<file path="src/rtl/snake_pkg.sv">
// Shared snake types: headings, tilt FSM states and acl_data field slices.
// Z-axis face-down guard is enabled with `define FLIP_GUARD_EN.
package snake_pkg;

    typedef enum logic [1:0] {
        DIR_UP    = 2'b00,
        DIR_RIGHT = 2'b01,
        DIR_DOWN  = 2'b10,
        DIR_LEFT  = 2'b11
    } dir_e;

    localparam logic DIR_NONE = 1'b1;

    typedef enum logic [1:0] {
        ST_IDLE    = 2'b00,
        ST_QUALIFY = 2'b01,
        ST_ARMED   = 2'b10
    } tilt_state_e;

    localparam int ACL_W    = 15;
    localparam int AXIS_W   = 5;
    localparam int ACL_X_HI = 14;
    localparam int ACL_X_LO = 10;
    localparam int ACL_Y_HI = 9;
    localparam int ACL_Y_LO = 5;
    localparam int ACL_Z_HI = 4;
    localparam int ACL_Z_LO = 0;

    function automatic dir_e opposite(input dir_e d);
        return dir_e'(d ^ 2'b10);
    endfunction

endpackage

</file>
<file path="src/rtl/tilt_classifier.sv">
// Combinational tilt classifier: picks the dominant axis, applies
// threshold/hysteresis and maps the sign to a heading (FLIP_GUARD_EN aware).
module tilt_classifier
    import snake_pkg::*;
#(
    parameter int TILT_THRESH = 4,
    parameter int HYST        = 1
) (
    input  logic [AXIS_W-1:0] x_i,
    input  logic [AXIS_W-1:0] y_i,
    input  logic              flip_i,
    input  dir_e              cur_dir_i,
    input  logic              hyst_en_i,
    input  dir_e              track_dir_i,
    output dir_e              cand_o,
    output logic              none_o
);

    localparam logic [5:0] THR_HI = 6'(TILT_THRESH);
    localparam logic [5:0] THR_LO = 6'(TILT_THRESH - HYST);

    function automatic logic [5:0] abs5(input logic [AXIS_W-1:0] v);
        logic [5:0] e;
        e = {v[AXIS_W-1], v};
        return v[AXIS_W-1] ? (~e + 6'd1) : e;
    endfunction

    logic [5:0] ax;
    logic [5:0] ay;
    logic [5:0] mag;
    logic [5:0] thr;
    logic       use_x;

    always_comb begin
        ax     = abs5(x_i);
        ay     = abs5(y_i);
        // Ties favour the axis we are already travelling on.
        use_x  = (ax > ay) || ((ax == ay) && cur_dir_i[0]);
        mag    = use_x ? ax : ay;
        cand_o = DIR_RIGHT;
        if (use_x) begin
            cand_o = x_i[AXIS_W-1] ? DIR_LEFT : DIR_RIGHT;
        end else begin
            cand_o = y_i[AXIS_W-1] ? DIR_DOWN : DIR_UP;
        end
        thr    = (hyst_en_i && (cand_o == track_dir_i)) ? THR_LO : THR_HI;
        none_o = (mag < thr) || (mag == 6'd0) || flip_i;
    end

endmodule

</file>
<file path="src/rtl/tilt_direction.sv">
// Accelerometer tilt to debounced, non-reversing snake heading.
// Define FLIP_GUARD_EN to suppress steering while the board is face-down.
module tilt_direction
    import snake_pkg::*;
#(
    parameter int TILT_THRESH = 4,
    parameter int HYST        = 1,
    parameter int HOLD_CYCLES = 2000000,
    parameter int CNT_W       = $clog2(HOLD_CYCLES + 1)
) (
    input  logic             clk,
    input  logic             rst,
    input  logic [ACL_W-1:0] acl_data,
    input  logic             game_tick,
    output logic [1:0]       dir_out,
    output logic             dir_change,
    output logic             armed
);

    localparam logic [CNT_W-1:0] CNT_ONE  = CNT_W'(1);
    localparam logic [CNT_W-1:0] CNT_LAST = CNT_W'(HOLD_CYCLES - 1);

    logic [ACL_W-1:0] sync1_q;
    logic [ACL_W-1:0] sync2_q;
    logic [ACL_W-1:0] samp_q;

    tilt_state_e      state_q, state_d;
    logic [CNT_W-1:0] cnt_q, cnt_d;
    dir_e             cand_q, cand_d;
    dir_e             dir_q, dir_d;
    dir_e             prev_dir_q;
    logic             armed_q, armed_d;
    logic             chg_q;

    dir_e cand;
    logic none;
    logic flip;

`ifdef FLIP_GUARD_EN
    assign flip = samp_q[ACL_Z_HI];
`else
    logic unused_z;
    assign unused_z = ^samp_q[ACL_Z_HI:ACL_Z_LO];
    assign flip     = 1'b0;
`endif

    // A sample is trusted only once both sync stages agree.
    always_ff @(posedge clk or posedge rst) begin
        if (rst) begin
            sync1_q <= '0;
            sync2_q <= '0;
            samp_q  <= '0;
        end else begin
            sync1_q <= acl_data;
            sync2_q <= sync1_q;
            if (sync1_q == sync2_q) begin
                samp_q <= sync2_q;
            end
        end
    end

    tilt_classifier #(
        .TILT_THRESH (TILT_THRESH),
        .HYST        (HYST)
    ) u_classifier (
        .x_i         (samp_q[ACL_X_HI:ACL_X_LO]),
        .y_i         (samp_q[ACL_Y_HI:ACL_Y_LO]),
        .flip_i      (flip),
        .cur_dir_i   (dir_q),
        .hyst_en_i   (state_q != ST_IDLE),
        .track_dir_i (cand_q),
        .cand_o      (cand),
        .none_o      (none)
    );

    always_comb begin
        state_d = state_q;
        cnt_d   = cnt_q;
        cand_d  = cand_q;
        dir_d   = dir_q;
        armed_d = armed_q;
        unique case (state_q)
            ST_IDLE: begin
                armed_d = 1'b0;
                if (!none && (cand != dir_q)) begin
                    state_d = ST_QUALIFY;
                    cnt_d   = CNT_ONE;
                    cand_d  = cand;
                end
            end
            ST_QUALIFY: begin
                if (none) begin
                    state_d = ST_IDLE;
                    cnt_d   = '0;
                end else if (cand != cand_q) begin
                    cnt_d  = CNT_ONE;
                    cand_d = cand;
                end else if (cnt_q >= CNT_LAST) begin
                    state_d = ST_ARMED;
                    cnt_d   = cnt_q + CNT_ONE;
                    armed_d = 1'b1;
                end else begin
                    cnt_d = cnt_q + CNT_ONE;
                end
            end
            ST_ARMED: begin
                if (flip) begin
                    state_d = ST_IDLE;
                    cnt_d   = '0;
                    armed_d = 1'b0;
                end else if (game_tick) begin
                    // Reversals and no-op headings are dropped at commit.
                    if ((cand_q != dir_q) &&
                        (cand_q != opposite(dir_q))) begin
                        dir_d = cand_q;
                    end
                    state_d = ST_IDLE;
                    cnt_d   = '0;
                    armed_d = 1'b0;
                end else if (!none && (cand != cand_q)) begin
                    state_d = ST_QUALIFY;
                    cnt_d   = CNT_ONE;
                    cand_d  = cand;
                    armed_d = 1'b0;
                end
            end
            default: begin
                state_d = ST_IDLE;
                cnt_d   = '0;
                armed_d = 1'b0;
            end
        endcase
    end

    always_ff @(posedge clk or posedge rst) begin
        if (rst) begin
            state_q    <= ST_IDLE;
            cnt_q      <= '0;
            cand_q     <= DIR_RIGHT;
            dir_q      <= DIR_RIGHT;
            prev_dir_q <= DIR_RIGHT;
            armed_q    <= 1'b0;
            chg_q      <= 1'b0;
        end else begin
            state_q    <= state_d;
            cnt_q      <= cnt_d;
            cand_q     <= cand_d;
            dir_q      <= dir_d;
            prev_dir_q <= dir_q;
            armed_q    <= armed_d;
            chg_q      <= (dir_q != prev_dir_q);
        end
    end

    assign dir_out    = dir_q;
    assign dir_change = chg_q;
    assign armed      = armed_q;

endmodule

</file>
<file path="config.mk">
export PLATFORM = sky130hd
export DESIGN_NAME = tilt_direction
export DESIGN_NICKNAME = d
export VERILOG_FILES = /design/src/rtl/snake_pkg.sv /design/src/rtl/tilt_classifier.sv /design/src/rtl/tilt_direction.sv
export SDC_FILE = /design/constraint.sdc
export NUM_CORES = 1
export LEC_CHECK = 0
export BUFFER_PORTS_ARGS = -buffer_cell sky130_fd_sc_hd__buf_2
export CAP_MARGIN = 20
export CORE_AREA = 2 2 91 93
export CTS_BUF_LIST = sky130_fd_sc_hd__clkbuf_4 sky130_fd_sc_hd__clkbuf_8 sky130_fd_sc_hd__clkbuf_16
export DETAILED_ROUTE_END_ITERATION = 8
export DIE_AREA = 0 0 93 95
export GPL_TIMING_DRIVEN = 0
export PLACE_DENSITY = 0.67
export SETUP_SLACK_MARGIN = 0.3
export SYNTH_ARGS = -nofsm -noshare
export SYNTH_HDL_FRONTEND = slang
export SYNTH_SLANG_ARGS = --single-unit
</file>
<file path="constraint.sdc">
create_clock -name clk -period 6.4 [get_ports clk]
set_input_delay 1.28 -clock clk [delete_from_list [all_inputs] [get_ports clk]]
set_output_delay 1.28 -clock clk [all_outputs]
set_load 0.03 [all_outputs]
</file>
==> summary.txt, run 1 <==
Outcome
  • Outcome: finished, final reports clean

Setup path
  • CP max stage cell: or3b_2
  • Crit path DAT: 4.65 ns
  • RR Endpoint: cnt_q[12]
  • Worst EP required: 6.62 ns
  • Flop-to-flop setup slack: 1.97 ns
  • Cell mode on critical path: ha_1
  • CP Cell Sequence: inv_1 > ha_1 > or3b_2 > ha_1 > nand4_2 > o221a_2 > a2111oi_2 > o22ai_2 > inv_1 > ha_1 > nor2_1 > a31oi_1 > nor2_1 > a21oi_2 > o311ai_4 > o221ai_2 > buf_6 > o221ai_2
  • CP Class: register to register
  • Buf/Inv on CP: 3
  • Crit path launch type: register
  • Family with the most delay on the worst path: compound AO/OA/AOI/OAI gates
  • Worst Reg-to-Reg Cells: 18
  • Element type at the critical path end: register
  • FF-to-FF Start: samp_q[5]
  • CP Max Fanout: 10
  • CP max stage delay: 0.49 ns

Layout
  • Final net count: 428
  • Area growth syn-to-layout: 11.63%
  • Diode count: 0
  • Post-Layout Cell Count: 509
  • Fill cell count: 717
  • Final instance area: 4298 um^2
  • Share of cells above drive strength 1: 24.50%
  • Final core occ: 54.21%

STA
  • Max Slew Vio Count: 0
  • Worst slew margin: 31.58%
  • Clk_skew: 0.01209 ns
  • Setup violations, final: 0
  • Slew @ Worst Pin: 1.017 ns
  • Fmax: 0.2260 GHz
  • RSZ-0062 raised after global routing: no
  • Final period utilization: 69.14%
  • Min Tclk post-route: 4.425 ns
  • Setup TNS: 0 ns
  • Endpoints failing hold: 0

Clocking
  • CTS Buf Count: 9
  • Reg clk slew, reported paths: 0.08 ns
  • Setup repair bufs after CTS: 0
  • CTS tree: yes
  • Clock net sink count: 71
  • Clk root buf: clkbuf_8
  • CTS resizes: 0
  • CTS max path bufs: 2
  • Clk_lat worst skew: 0.35 ns
  • H-tree Lvls: 3
  • Hold_buf cts: 0

Logic synthesis
  • Syn nets: 396
  • Top-area cell type share of the netlist area: 44.20%
  • Mapped Area: 3850 um^2
  • Post-synth EDFFs: 0
  • Yosys top cell by area: dfrtp_1
  • Syn Area/Cell: 10.49 um^2
  • Synthesized flop and latch total: 71
  • Distinct cells, synth: 66
  • Synth cell count leaders: 68 x dfrtp_1, 34 x nand2_1, 31 x inv_1, 27 x nor2_1, 21 x xnor2_1
  • Async SR Flop Fraction: 100.0%
  • Most common cell in the synthesized netlist: dfrtp_1
  • Cells after Synth: 367
  • Main synth FF type: dfrtp_1
  • Ys Warns: 0
  • Sequential share of the synthesized area: 46.25%
  • Largest cells by area after synthesis: dfrtp_1 44%, o221ai_2 6.6%, xnor2_1 4.8%

Die
  • Starting Density: 48.56%
  • Die area: 8835 um^2
  • Row cnt: 33
  • Die H: 95 um
  • Top Ports: 22
  • Die X: 93 um
  • CORE AREA: 7928 um^2

Detailed routing
  • Starting DRT DRC Count: 170
  • WL/cell: 14.18 um
  • DR vias: 2766
  • Final wirelength: 7.220 mm
  • Antenna violation net count after detailed routing: 0
  • Routed vias/inst: 5.434
  • DR pass1 iterations: 4
  • Drt drc: 0

Placement
  • Detail Placement HPWL: 5.161 mm
  • Placed Cells: 493
  • Gpl congestion: 0.8209
  • Count of input and output buffers: 21
  • Placed Area: 4089 um^2

Power and ir drop
  • Static Leak: 0.001792 uW
  • IR drop worst, VDD: 0.1701 mV
  • Power per cell area: 256.4 nW/um^2
  • Total power draw: 1102 uW

Hold path
  • Hold path endpoint: prev_dir_q[0]
  • Worst Hold Class: register to register
  • Worst hold stages: 0
  • Hold Startpoint: dir_out[0]

GRT
  • M2 GR Usage: 28.14%
  • Largest net degree at the start of global routing: 72
  • All-layer global routing usage: 17.41%
  • Antenna violations before repair: 0
  • Met1 usage: 23.09%
  • First-pass GRT wire length: 12.00 mm
  • Busiest grt layer: met2
  • Number of global-route vias before repair: 2552
  • Met3 usage: 4.549%
  • Congestion Overflow GR: 0

Flow run
  • Max-Cap Viols: 0
[placed cells by master, fill, tap and decap left out, drive strengths merged, types with 4 or more instances in the layout]
cell,Yosys,final
clkbuf,4,13
nor3,10,10
mux2i,4,4
buf,9,30
a21oi,9,9
nor2,27,27
nand4,10,10
mux2,10,10
nor4,5,5
o21ai,17,17
nand2,35,35
nand2b,5,5
nand3,20,20
xnor2,21,21
dfrtp,68,68
o221ai,18,18
ha,11,11
or3,4,4
inv,31,36
[sequential cells by signal, summed over array words and instances (netlist names), 2 cells and up]
register / cells
cnt_q: 21
sync2_q: 15
samp_q: 10
state_q: 2
dir_out: 2
cand_q: 2
prev_dir_q: 2
sync1_q: 15
[layer usage]
layer	wire (um)	part of all wire [%]	vias up
met3	229	3.2	6
met5	0	0	-
met4	62	0.86	0
met2	3411	47	49
li1	-	-	1376
met1	3516	49	1335
[logic make-up (layout without fill, tap and decap cells)]
kind of cell             Yosys count  count (layout)  share of synthesized area, %
other                              2               2                        0.1951
AO/OA/AOI/OAI                     66              66                         16.41
flip-flops                        71              71                         46.25
multiplexers                      14              14                         3.965
XOR/XNOR                          23              23                         5.233
buffers and inverters             44              81                         5.232
adder cells (fa/ha/maj)           11              11                         3.575
AND/OR/NAND/NOR                  136             136                         19.14
[how the worst max path moves through the flow]
| stage | from | endpoint | slack, ns | cells past startpoint |
|---|---|---|---|---|
| after floorplan | samp_q[5] | cand_q[1] | 2.35 | 15 |
| after global placement | samp_q[5] | cnt_q[3] | 2.01 | 18 |
| after detailed placement | samp_q[5] | cnt_q[12] | 1.98 | 16 |
| after CTS | samp_q[5] | cnt_q[12] | 1.96 | 16 |
| after global routing | samp_q[5] | cnt_q[12] | 1.67 | 18 |
| final | samp_q[5] | cnt_q[12] | 1.97 | 18 |
[report_power, final]
| part | leakage (uW) | total (uW) | internal [uW] | switching (uW) |
|---|---|---|---|---|
| Clock | 0.000107 | 381 | 189 | 192 |
| Sequential | 0.000910 | 486 | 470 | 16.1 |
| Combinational | 0.000775 | 234 | 82.6 | 151 |
[worst reg2reg max path: stages, from the launching register on]
cell       delay, ns
dfrtp_1         0.42
inv_1           0.14
ha_1            0.20
or3b_2          0.49
ha_1            0.33
nand4_2         0.16
o221a_2         0.37
a2111oi_2       0.39
o22ai_2         0.20
inv_1           0.09
ha_1            0.18
nor2_1          0.07
a31oi_1         0.14
nor2_1          0.07
a21oi_2         0.28
o311ai_4        0.16
o221ai_2        0.29
buf_6           0.22
o221ai_2        0.12
[metrics by stage]
step	worst slack [ns]	hold slack [ns]
after floorplan	2.351	0.3727
after global placement	2.014	0.3607
after detailed placement	1.976	0.3664
after CTS	1.961	0.3787
after global routing	1.674	0.3843
final	1.975	0.3782
[final cells by class]
cell class | count | area (um^2) | area share (%)
buffer | 13 | 85.08 | 1.980
clock inverter | 7 | 85.08 | 1.980
multi-input combinational | 252 | 1868 | 43.46
timing repair buffer | 21 | 105.1 | 2.445
tap | 105 | 131.4 | 3.057
inverter | 31 | 118.9 | 2.766
sequential | 71 | 1780 | 41.43
clock buffer | 9 | 123.9 | 2.882
Note: power is estimated with default switching activity, not from simulation.
==> run 2: changes to the inputs <==
- PLACE_DENSITY: 0.67 -> 0.69
- clock period: 6.4 -> 3.95 ns (I/O delays scaled with it)
==> summary.txt, run 2 (synthesis results as in run 1) <==
Die
  • Die area: 8835 um^2 (unchanged)
  • Die H: 95 um (unchanged)
  • Top Ports: 22 (unchanged)
  • CORE AREA: 7928 um^2 (unchanged)
  • Row cnt: 33 (unchanged)
  • Die X: 93 um (unchanged)
  • Starting Density: 48.56% (unchanged)

Clocking
  • CTS max path bufs: 2 (unchanged)
  • Clk root buf: clkbuf_8 (unchanged)
  • Clk_lat worst skew: 0.35 ns (about the same)
  • Clock net sink count: 71 (unchanged)
  • CTS tree: yes (unchanged)
  • Reg clk slew, reported paths: 0.09 ns (was 0.08 ns)
  • CTS Buf Count: 9 (unchanged)
  • H-tree Lvls: 3 (unchanged)

Layout
  • Fill cell count: 647 (was 717)
  • Commonest non-fill, non-tap cell in the layout: dfrtp_1 (unchanged)
  • Seq. cell area: 1782 um^2 (was 1780 um^2)
  • Top Registers: cnt_q: 21 flops, sync1_q: 15 flops, sync2_q: 15 flops (unchanged)
  • Area growth syn-to-layout: 26.65% (was 11.63%)
  • Final net count: 454 (was 428)
  • Share of cells above drive strength 1: 38.60% (was 24.50%)
  • Area of the multi-input gates: 2183 um^2 (was 1868 um^2)
  • Most frequent cells in the layout: 67 x dfrtp_1, 31 x nand2_1, 26 x inv_1 (was 68 x dfrtp_1, 34 x nand2_1, 30 x inv_1)
  • Diode count: 0 (unchanged)
  • Largest reg by FF count: cnt_q (unchanged)
  • Final core occ: 61.51% (was 54.21%)
  • Max FFs per register: 21 (unchanged)

Power and ir drop
  • Total power draw: 1987 uW (was 1102 uW)
  • IR drop worst, VDD: 0.2533 mV (was 0.1701 mV)
  • Static Leak: 0.001957 uW (was 0.001792 uW)
  • Power per cell area: 407.5 nW/um^2 (was 256.4 nW/um^2)

STA
  • Min Tclk post-route: 4.072 ns (was 4.425 ns)
  • Final period utilization: 103.1% (was 69.14%)
  • Clk_skew: 0.006821 ns (was 0.01209 ns)
  • RSZ-0062 raised after global routing: yes (was no)
  • Fmax: 0.2456 GHz (was 0.2260 GHz)
  • Final worst setup slack: -0.1216 ns (was 1.975 ns)
  • Hold WS: 0.3737 ns (was 0.3782 ns)
  • Endpoints failing hold: 0 (unchanged)
  • Slew @ Worst Pin: 1.024 ns (was 1.017 ns)
  • Worst slew margin: 31.09% (was 31.58%)
  • Setup violations, final: 22 (was 0)
  • Max Slew Vio Count: 0 (unchanged)
  • Setup TNS: -1.277 ns (was 0 ns)

Flow run
  • Max-Cap Viols: 0 (unchanged)

GRT
  • First-pass GRT wire length: 14.00 mm (was 12.00 mm)
  • Antenna violations before repair: 0 (unchanged)
  • Congestion Overflow GR: 0 (unchanged)
  • Number of global-route vias before repair: 2936 (was 2552)
  • Largest net degree at the start of global routing: 72 (unchanged)
  • All-layer global routing usage: 20.64% (was 17.41%)

Detailed routing
  • WL/cell: 15.93 um (was 14.18 um)
  • Final wirelength: 8.521 mm (was 7.220 mm)
  • Starting DRT DRC Count: 139 (was 170)
  • Antenna violation net count after detailed routing: 0 (unchanged)
  • DR vias: 2997 (was 2766)
  • Drt drc: 0 (unchanged)
  • Routed vias/inst: 5.602 (was 5.434)
  • DR pass1 iterations: 5 (was 4)

Outcome
  • Outcome: finished with violations (was finished, final reports clean)
  • Failing checks: setup timing

Setup path
  • Worst EP required: 4.19 ns (was 6.62 ns)
  • Element type at the critical path end: register (unchanged)
  • CP Class: register to register (unchanged)
  • CP Max Fanout: 6 (was 10)
  • Crit path DAT: 4.32 ns (was 4.65 ns)
  • Crit path launch type: register (unchanged)

Placement
  • Detail Placement HPWL: 5.499 mm (was 5.161 mm)
  • Count of input and output buffers: 21 (unchanged)
  • Gpl congestion: 0.8130 (was 0.8209)
  • Pre-CTS setup slack: -0.2323 ns (was 1.976 ns)

Hold path
  • Worst Hold Class: register to register (unchanged)
## run 2: power by group
part	internal, uW	total, uW	switching (uW)
Combinational	243	572	329
Clock	320	624	304
Sequential	762	791	28.5
Total	1320	1990	662
## run 2: worst paths after layout
path	from	depth (start not counted)	slack, ns	end
hold / removal	dir_out[0]	0	0.37	prev_dir_q[0]
setup reg to reg	samp_q[6]	16	-0.12	cand_q[1]
hold reg to reg	dir_out[0]	0	0.37	prev_dir_q[0]
setup / recovery	samp_q[6]	16	-0.12	cand_q[1]
min in group asynchronous	rst	2	0.62	sync1_q[9]
max in group asynchronous	rst	2	2.75	samp_q[6]
## run 2: final cells by class
class,instances,area share [%]
flip-flops and latches,71,36.54
well taps,105,2.694
repair buffers,47,6.954
clock inverters,6,1.540
plain buffers,13,2.232
clock buffers,10,2.823
inverters,31,2.438
multi-input cells,252,44.78
## run 2: metrics by stage
stage / area (um^2) / std cells
3_3_place_gp: 4195 / 493
6_report: 4876 / 535
4_1_cts: 4728 / 526
3_5_place_dp: 4198 / 493
2_1_floorplan: 3959 / 367
5_1_grt: 4876 / 535
## run 2: repair_timing
item | 4_1_cts | 5_1_grt
endpoints found under the hold margin | 0 | 0
endpoints found under the setup margin | 26 | 26
hold buffers | 0 | 0
pin swaps | 11 | 17
resized for setup | 34 | 22
gates cloned | 3 | 0
buffers inserted | 14 | 9
## run 2: critical path, stage by stage, from the launching register on
cell	delay [ns]
dfrtp_2	0.43
inv_2	0.08
ha_4	0.14
or3b_4	0.41
ha_4	0.29
nand4_4	0.10
or3_4	0.43
a221oi_4	0.32
o22ai_2	0.12
buf_6	0.15
ha_4	0.16
nor3_4	0.18
o21ai_2	0.08
and2_4	0.18
o311a_4	0.47
o21ai_4	0.11
mux2_4	0.31
## run 2: routing by layer
| metal | track usage [%] | part of all wire (%) |
|---|---|---|
| met4 | 7.966 | 1.3 |
| met2 | 34.06 | 50 |
| met1 | 26.22 | 45 |
| met3 | 5.267 | 3.6 |
| met5 | 0 | 0 |
==> run 3: changes to the inputs <==
- PLACE_DENSITY: 0.69 -> 0.67
- clock period: 3.95 -> 4.9 ns (I/O delays scaled with it)
==> summary.txt, run 3 (synthesis results as in run 1) <==
STA
  • Setup TNS: 0 ns (was -1.277 ns)
  • Endpoints failing hold: 0 (unchanged)
  • Worst slew margin: 31.60% (was 31.09%)
  • Slew @ Worst Pin: 1.017 ns (was 1.024 ns)
  • RSZ-0062 raised after global routing: no (was yes)
  • Max Slew Vio Count: 0 (unchanged)
  • Setup violations, final: 0 (was 22)
  • Clk_skew: 0.01126 ns (was 0.006821 ns)
  • Final period utilization: 89.15% (was 103.1%)
  • Fmax: 0.2289 GHz (was 0.2456 GHz)
  • Min Tclk post-route: 4.368 ns (was 4.072 ns)

Detailed routing
  • Final wirelength: 7.292 mm (was 8.521 mm)
  • WL/cell: 14.30 um (was 15.93 um)
  • Starting DRT DRC Count: 138 (was 139)
  • Antenna violation net count after detailed routing: 0 (unchanged)
  • Routed vias/inst: 5.480 (was 5.602)
  • DR vias: 2795 (was 2997)
  • DR pass1 iterations: 4 (was 5)
  • Drt drc: 0 (unchanged)

Outcome
  • Outcome: finished, final reports clean (was finished with violations)

Die
  • Die area: 8835 um^2 (unchanged)
  • Top Ports: 22 (unchanged)
  • Die X: 93 um (unchanged)
  • Row cnt: 33 (unchanged)
  • CORE AREA: 7928 um^2 (unchanged)
  • Die H: 95 um (unchanged)
  • Starting Density: 48.56% (unchanged)

Clocking
  • CTS tree: yes (unchanged)
  • Hold_buf cts: 0 (unchanged)
  • Reg clk slew, reported paths: 0.08 ns (was 0.09 ns)
  • Clk_lat worst skew: 0.35 ns (about the same)
  • Clk root buf: clkbuf_8 (unchanged)
  • H-tree Lvls: 3 (unchanged)
  • CTS Buf Count: 9 (unchanged)
  • Clock net sink count: 71 (unchanged)
  • CTS max path bufs: 2 (unchanged)

GRT
  • Largest net degree at the start of global routing: 72 (unchanged)
  • All-layer global routing usage: 17.41% (was 20.64%)
  • Antenna violations before repair: 0 (unchanged)
  • First-pass GRT wire length: 12.00 mm (was 14.00 mm)
  • Number of global-route vias before repair: 2552 (was 2936)
  • Congestion Overflow GR: 0 (unchanged)

Layout
  • Commonest non-fill, non-tap cell in the layout: dfrtp_1 (unchanged)
  • Largest reg by FF count: cnt_q (unchanged)
  • Area of the multi-input gates: 1892 um^2 (was 2183 um^2)
  • Most frequent cells in the layout: 68 x dfrtp_1, 34 x nand2_1, 30 x inv_1 (was 67 x dfrtp_1, 31 x nand2_1, 26 x inv_1)
  • Final net count: 429 (was 454)
  • Seq. cell area: 1780 um^2 (was 1782 um^2)
  • Share of cells above drive strength 1: 25.19% (was 38.60%)
  • Top Registers: cnt_q: 21 flops, sync1_q: 15 flops, sync2_q: 15 flops (unchanged)
  • Diode count: 0 (unchanged)
  • Final instance area: 4329 um^2 (was 4876 um^2)
  • Area growth syn-to-layout: 12.45% (was 26.65%)
  • Fill cell count: 713 (was 647)
  • Max FFs per register: 21 (unchanged)

Setup path
  • CP max stage delay: 0.49 ns (was 0.47 ns)
  • Cell mode on critical path: ha_1 (was ha_4)
  • Family with the most delay on the worst path: compound AO/OA/AOI/OAI gates (was simple AND/OR/NAND/NOR gates)
  • CP Cell Sequence: inv_1 > ha_1 > or3b_2 > ha_1 > nand4_2 > or3_4 > a221oi_2 > o22ai_2 > inv_1 > ha_1 > nor2_1 > a31oi_1 > nor2_1 > a21oi_2 > o311ai_4 > o221ai_2 > buf_6 > o221ai_2 (was inv_2 > ha_4 > or3b_4 > ha_4 > nand4_4 > or3_4 > a221oi_4 > o22ai_2 > buf_6 > ha_4 > nor3_4 > o21ai_2 > and2_4 > o311a_4 > o21ai_4 > mux2_4)
  • Crit path launch type: register (unchanged)
  • CP max stage cell: or3b_2 (was o311a_4)
  • CP Class: register to register (unchanged)
  • CP Max Fanout: 10 (was 6)
  • Buf/Inv on CP: 3 (was 2)
  • Worst EP required: 5.12 ns (was 4.19 ns)
  • Worst Reg-to-Reg Cells: 18 (was 16)
  • Element type at the critical path end: register (unchanged)
  • Critical path depth in cells: 18 (was 16)
  • Flop-to-flop setup slack: 0.53 ns (was -0.12 ns)
  • Crit path DAT: 4.59 ns (was 4.32 ns)

Hold path
  • Worst hold stages: 0 (unchanged)
  • Worst Hold Class: register to register (unchanged)

Power and ir drop
  • Power per cell area: 334.9 nW/um^2 (was 407.5 nW/um^2)
  • IR drop worst, VDD: 0.2235 mV (was 0.2533 mV)
  • Static Leak: 0.001800 uW (was 0.001957 uW)

Placement
  • Detail Placement HPWL: 5.161 mm (was 5.499 mm)
  • Placed Area: 4089 um^2 (was 4198 um^2)
  • Gpl congestion: 0.8209 (was 0.8130)
  • Count of input and output buffers: 21 (unchanged)

Flow run
  • Max-Cap Viols: 0 (unchanged)
[run 3: cell types whose count changed in the layout (fill, tap and decap cells not counted), sizes merged]
cell,previous run,this run
clkbuf,14,13
inv,35,36
clkinvlp,1,0
clkinv,0,1
buf,56,31
[run 3: metal layers]
layer	GRT usage (%)	vias to the layer above	routed length (um)
met5	0	-	0
met1	23.09	1363	3588
met4	5.392	0	63
met2	28.14	48	3435
met3	4.549	6	204
li1	-	1378	-
[run 3: what timing repair did]
| action | in CTS | in global routing |
|---|---|---|
| buffers inserted | 0 | 1 |
| resized for setup | 0 | 3 |
| endpoints found under the setup margin | 0 | 22 |
[run 3: layout make-up]
cell class / count / area share (%)
buffer: 13 / 1.965
clock buffer: 9 / 2.861
clock inverter: 7 / 1.965
inverter: 31 / 2.746
multi-input combinational: 252 / 43.70
sequential: 71 / 41.13
tap: 105 / 3.035
timing repair buffer: 22 / 2.601
[run 3: final timing paths]
check	from	end
min in group asynchronous	rst	sync1_q[9]
max reg2reg	samp_q[5]	cnt_q[12]
min	dir_out[0]	prev_dir_q[0]
max in group asynchronous	rst	dir_change
max	samp_q[5]	cnt_q[12]
min reg2reg	dir_out[0]	prev_dir_q[0]
[run 3: power breakdown]
| part | switching (uW) | internal, uW |
|---|---|---|
| registers | 21.0 | 614 |
| logic | 202 | 114 |
| clock network | 252 | 247 |
[run 3: stage by stage]
step / worst slack, ns / instances / power [uW] / hold WS, ns / util [%]
CTS: 0.4606 / 509 / 1454 / 0.3787 / 54.21
global route: 0.2954 / 510 / 1533 / 0.3843 / 54.61
floorplan: 0.8508 / 367 / 883.7 / 0.3727 / -
detailed placement: 0.4756 / 493 / 952.0 / 0.3664 / 51.58
finish: 0.5317 / 510 / 1450 / 0.3780 / 54.61
global placement: 0.5140 / 493 / 951.2 / 0.3607 / 51.55
